File: src/rtl/cell_mem_ctrl.sv
// cell_mem_ctrl: read/write sequencer and arbiter for a single-port cell position RAM
module cell_mem_ctrl #(
    parameter int DATA_WIDTH   = 96,
    parameter int ADDR_WIDTH   = 8,
    parameter int PARTICLE_NUM = 220
) (
    input  logic                  clk,
    input  logic                  rst,
    input  logic                  rd_start,
    output logic                  rd_valid,
    output logic [DATA_WIDTH-1:0] rd_data,
    output logic [ADDR_WIDTH-1:0] rd_id,
    output logic                  rd_done,
    input  logic                  wr_start,
    input  logic                  wr_valid,
    output logic                  wr_ready,
    input  logic [DATA_WIDTH-1:0] wr_data,
    input  logic                  wr_commit,
    output logic                  wr_full,
    output logic                  busy,
    output logic [ADDR_WIDTH-1:0] ram_address,
    output logic [DATA_WIDTH-1:0] ram_data,
    output logic                  ram_rden,
    output logic                  ram_wren,
    input  logic [DATA_WIDTH-1:0] ram_q
);
    typedef enum logic [2:0] {IDLE, RD_CNT, RD_WAIT, RD_STREAM, RD_DRAIN, WR, WR_CNT} state_t;
    localparam logic [ADDR_WIDTH-1:0] MAX_CNT = ADDR_WIDTH'(PARTICLE_NUM - 1);
    localparam logic [ADDR_WIDTH-1:0] ONE = ADDR_WIDTH'(1);
    state_t state, state_nx;
    logic [ADDR_WIDTH-1:0] cnt, iss, iss_nx, ptr, tag1, tag2, q_cnt;
    logic vld1, vld2, issue, wr_acc;

    assign q_cnt    = (ram_q[ADDR_WIDTH-1:0] > MAX_CNT) ? MAX_CNT : ram_q[ADDR_WIDTH-1:0];
    assign iss_nx   = iss + ONE;
    assign busy     = (state != IDLE);
    assign wr_full  = (ptr == MAX_CNT);
    assign wr_ready = (state == WR) && !wr_full;
    assign wr_acc   = wr_valid && wr_ready;
    assign rd_valid = vld2;
    assign rd_id    = tag2;
    // Gated so rd_data is 0 whenever no particle is being presented, including reset.
    assign rd_data  = vld2 ? ram_q : '0;

    // Next-state and RAM port control; read wins over write when both start together.
    always_comb begin
        state_nx    = state;
        ram_address = '0;
        ram_data    = '0;
        ram_rden    = 1'b0;
        ram_wren    = 1'b0;
        issue       = 1'b0;
        rd_done     = 1'b0;
        case (state)
            IDLE: state_nx = rd_start ? RD_CNT : (wr_start ? WR : IDLE);
            RD_CNT: begin
                ram_rden = 1'b1;
                state_nx = RD_WAIT;
            end
            RD_WAIT: if (iss == ONE) state_nx = (q_cnt == '0) ? RD_DRAIN : RD_STREAM;
            RD_STREAM: begin
                ram_rden    = 1'b1;
                ram_address = iss_nx;
                issue       = 1'b1;
                if (iss_nx == cnt) state_nx = RD_DRAIN;
            end
            RD_DRAIN: if (iss == ONE) begin
                rd_done  = 1'b1;
                state_nx = IDLE;
            end
            WR: begin
                if (wr_acc) begin
                    ram_wren    = 1'b1;
                    ram_address = ptr + ONE;
                    ram_data    = wr_data;
                end
                if (wr_commit) state_nx = WR_CNT;
            end
            WR_CNT: begin
                ram_wren = 1'b1;
                ram_data = DATA_WIDTH'(ptr);
                state_nx = IDLE;
            end
            default: state_nx = IDLE;
        endcase
    end

    // State register.
    always_ff @(posedge clk or posedge rst) begin
        if (rst) state <= IDLE;
        else state <= state_nx;
    end

    // Counters: iss paces the count wait, the address issue and the drain; ptr counts written words.
    always_ff @(posedge clk or posedge rst) begin
        if (rst) begin
            cnt <= '0;
            iss <= '0;
            ptr <= '0;
        end else begin
            case (state)
                IDLE: if (state_nx == WR) ptr <= '0;
                RD_CNT: iss <= '0;
                RD_WAIT: begin
                    if (iss == ONE) begin
                        cnt <= q_cnt;
                        iss <= (q_cnt == '0) ? ONE : '0;
                    end else begin
                        iss <= iss_nx;
                    end
                end
                RD_STREAM: iss <= (iss_nx == cnt) ? '0 : iss_nx;
                RD_DRAIN: iss <= iss_nx;
                WR: if (wr_acc) ptr <= ptr + ONE;
                default: ;
            endcase
        end
    end

    // Two-stage valid/tag pipe matching the RAM read latency.
    always_ff @(posedge clk or posedge rst) begin
        if (rst) begin
            vld1 <= 1'b0;
            vld2 <= 1'b0;
            tag1 <= '0;
            tag2 <= '0;
        end else begin
            vld1 <= issue;
            tag1 <= issue ? ram_address : '0;
            vld2 <= vld1;
            tag2 <= tag1;
        end
    end
endmodule
File: config.mk
export PLATFORM = sky130hd
export DESIGN_NAME = cell_mem_ctrl
export DESIGN_NICKNAME = d
export VERILOG_FILES = /design/src/rtl/cell_mem_ctrl.sv
export SDC_FILE = /design/constraint.sdc
export NUM_CORES = 1
export LEC_CHECK = 0
export CORE_AREA = 4 4 158 160
export DETAILED_ROUTE_END_ITERATION = 10
export DIE_AREA = 0 0 162 164
export PLACE_DENSITY_LB_ADDON = 0.12
export SKIP_CTS_REPAIR_TIMING = 1
export SYNTH_ARGS = -nofsm -noshare
export SYNTH_HDL_FRONTEND = slang
export SYNTH_SLANG_ARGS = --single-unit
export TNS_END_PERCENT = 50
File: constraint.sdc
create_clock -name clk -period 3.7 [get_ports clk]
set_clock_uncertainty 0.05 [all_clocks]
set_input_delay 0.74 -clock clk [delete_from_list [all_inputs] [get_ports clk]]
set_output_delay 0.74 -clock clk [all_outputs]
set_load 0.1 [all_outputs]
==> flow_metrics.tcl <==
set metrics [dict create \
    max_clock_freq_ghz 0.306 \
    cts_sinks 45 \
    cts_inserted_buffers 5 \
    worst_slew_pin_slew_ps 976 \
    postSynthCellCount 468 \
    startpoint_type "flip-flop" \
    fin_setup_tns_ps 0 \
    final_nets 1052 \
    grt_pass1_wl_um 30700 \
    ys_types 49 \
    grt_max_degree 90 \
    fillCellCount 2482 \
    insertion_delay_ps 280 \
    place.port_buffers 412 \
    grt_pass1_vias 4725 \
    synth_top_area_cell "dfrtp_1" \
    yosysWarnings 0 \
    initial_utilization_pct 16.0 \
    hold_path_end "rd_valid$_DFF_PP0_" \
    ff2ff_path_depth 7 \
    leakagePower_nw 4.02 \
    avgSynthCellArea_sq_um 8.00 \
    detail_route.iter0.violations 230 \
    synth_nets 669 \
    finalNonFillerCells 1172 \
    die_w_um 162 \
    reg2reg_from "iss[0]$_DFFE_PP0P_" \
    min_period_ps 3270 \
    outcome "complete, no violations" \
    gp_congestion 0.773 \
    die_y_um 164 \
    dpl.hpwl_um 18300 \
    clkTransAtPathRegs_ps 60 \
    grt_usage_pct 15.1 \
    rsz0062_at_grt "no" \
    whs_path_depth 0 \
    place_inst 1163 \
    gr-total-overflow 0 \
    cp-end-kind "output pin" \
    syn-cell-area_sq_um 3740 \
    root_buffer "clkbuf_16" \
    vias 4713 \
    pwr_density_cell_nw_per_um2 583 \
    setup_violations 0 \
    whs_ps 297 \
    reg2reg_slack_ps 1000 \
    final_area_sq_um 8430 \
    netlist.area_leader.share_pct 30.1 \
    core_area_sq_um 23400 \
    hold_violations 0 \
    crit_required_ps 2910 \
    fin_util_pct 36.0 \
    synthFlopType "dfrtp_1" \
    cp_max_fo 89 \
    cp.arrival_ps 2480 \
    slew_viol_final 0 \
    min_path_type "flip-flop to flip-flop" \
    routed_wl_um 21500 \
    synth_area_leaders "dfrtp_1 30%, and2_1 16%, and3_1 16%, clkbuf_1 3.2%, o21ai_0 2.7%" \
    viasPerCell 4.02 \
    placed_cell_area_sq_um 8290 \
    async_reset_ff_share_pct 100 \
    antenna_found_initial 0 \
    avgRoutedWirePerCell_um 18.3 \
    dieArea_sq_um 26600 \
    drive_gt1_share_pct 28.3 \
    cap_violations 0 \
    cts_tree "done" \
    clockBufferDepth 2 \
    r2r-end "iss[7]$_DFFE_PP0P_" \
    htree_levels 2 \
    drc 0 \
    synth-edff-count 0 \
    path_class "flip-flop to output pin" \
    ys_seq_elements 45 \
    slew_headroom_pct 34.7 \
    area_delta_synth_final_pct 125 \
    ir_drop_mv 0.385 \
    pin_count 413 \
    antenna_left 0 \
    firstDrtPassIters 4 \
    num_rows 56 \
    seq_area_frac_synth_pct 30.1 \
    min_from "vld1$_DFF_PP0_" \
    min_period_over_period_pct 88.4 \
]
-- power by group --
group / internal (mW) / switching (mW) / total [mW]
clock: 0.270 / 0.179 / 0.449
sequential: 0.606 / 0.138 / 0.744
combinational: 0.966 / 2.76 / 3.73
-- synthesized netlist by cell type, types with 2 or more instances --
library cell	n
a21o_1	2
a21oi_1	4
a221o_1	6
a22o_1	9
a31oi_1	2
and2_1	98
and3_1	93
and3_4	3
buf_2	10
buf_6	4
clkbuf_1	32
dfrtp_1	45
ha_1	3
inv_1	10
nand2_1	19
nand2b_1	2
nand3_1	6
nand3b_1	3
nand4_1	2
nor2_1	24
nor2b_1	4
nor3_1	4
nor3b_1	4
nor4_1	4
o21a_1	2
o21ai_0	20
o21ai_1	5
o22a_1	4
o22ai_1	7
o31ai_1	2
o32ai_1	2
xnor2_1	10
xor2_1	7
-- logic make-up (layout without fill, tap and decap cells) --
family / Yosys count / after routing / share of synthesized area (%)
AOI/OAI and AO/OA: 74 / 74 / 14.5
adders and majority gates: 3 / 3 / 1.00
xor gates and xnor gates: 17 / 17 / 3.98
DFF: 45 / 45 / 30.1
other: 0 / 1 / 0
buffers and inverters: 57 / 441 / 6.85
and+or+nand+nor: 272 / 272 / 43.6
-- state kept, by name, indices dropped and copies added (netlist names) --
| register | flops |
|---|---|
| cnt | 8 |
| iss | 8 |
| ptr | 8 |
| rd_id | 8 |
| tag1 | 8 |
| state | 3 |
| rd_valid | 1 |
| vld1 | 1 |
-- placed cells by master (no fill, tap or decap), drive strengths merged, types with 8 or more instances in the layout --
| cell type | n |
|---|---|
| xnor2 | 10 |
| clkbuf | 8 |
| dfrtp | 45 |
| nand3 | 8 |
| nor2 | 24 |
| and2 | 98 |
| a22o | 9 |
| inv | 10 |
| clkdlybuf4s50 | 204 |
| nand2 | 19 |
| and3 | 96 |
| buf | 219 |
| o21ai | 25 |
-- layout make-up --
| type | instances | area, sq um | area share, % |
|---|---|---|---|
| sequential | 45 | 1130 | 13.4 |
| antenna | 1 | 2.50 | 0.0297 |
| tap | 319 | 399 | 4.73 |
| clock buffer | 8 | 146 | 1.74 |
| multi-input combinational | 366 | 2370 | 28.2 |
| inverter | 10 | 37.5 | 0.445 |
| timing repair buffer | 423 | 4350 | 51.5 |
-- critical path, stage by stage (launching register included) --
cell and delay [ps]:
dfrtp_1 460, ha_1 320, nand3b_1 130, o21ba_2 150, buf_4 570, and3_1 260, buf_4 290
-- how the worst max path moves through the flow --
stage	from	endpoint	slack, ps	cells after the start
finish	ptr[0]$_DFFE_PP0P_	ram_data[92]	430	6
global route	ptr[0]$_DFFE_PP0P_	ram_data[86]	270	6
CTS	ptr[0]$_DFFE_PP0P_	ram_data[86]	450	6
detailed placement	wr_start	ram_address[7]	680	5
global placement	wr_start	ram_address[7]	730	5
floorplan	state[1]$_DFF_PP0_	ram_address[3]	60	7
-- per-layer routing --
layer / track usage [%] / up-vias / part of all wire, %
met5: 0 / - / 0
met4: 1.73 / 0 / 0.66
met3: 4.92 / 6 / 7.6
met2: 29.0 / 171 / 56
met1: 16.5 / 2148 / 35
li1: - / 2388 / -
-- through the flow --
stage	power, mW	setup WS [ps]
final	4.92	428
after global placement	4.52	725
after detailed placement	4.51	677
after CTS	4.97	450
after global routing	5.15	268
after floorplan	3.52	56.3
No activity file was read; power rests on OpenSTA's default activity.
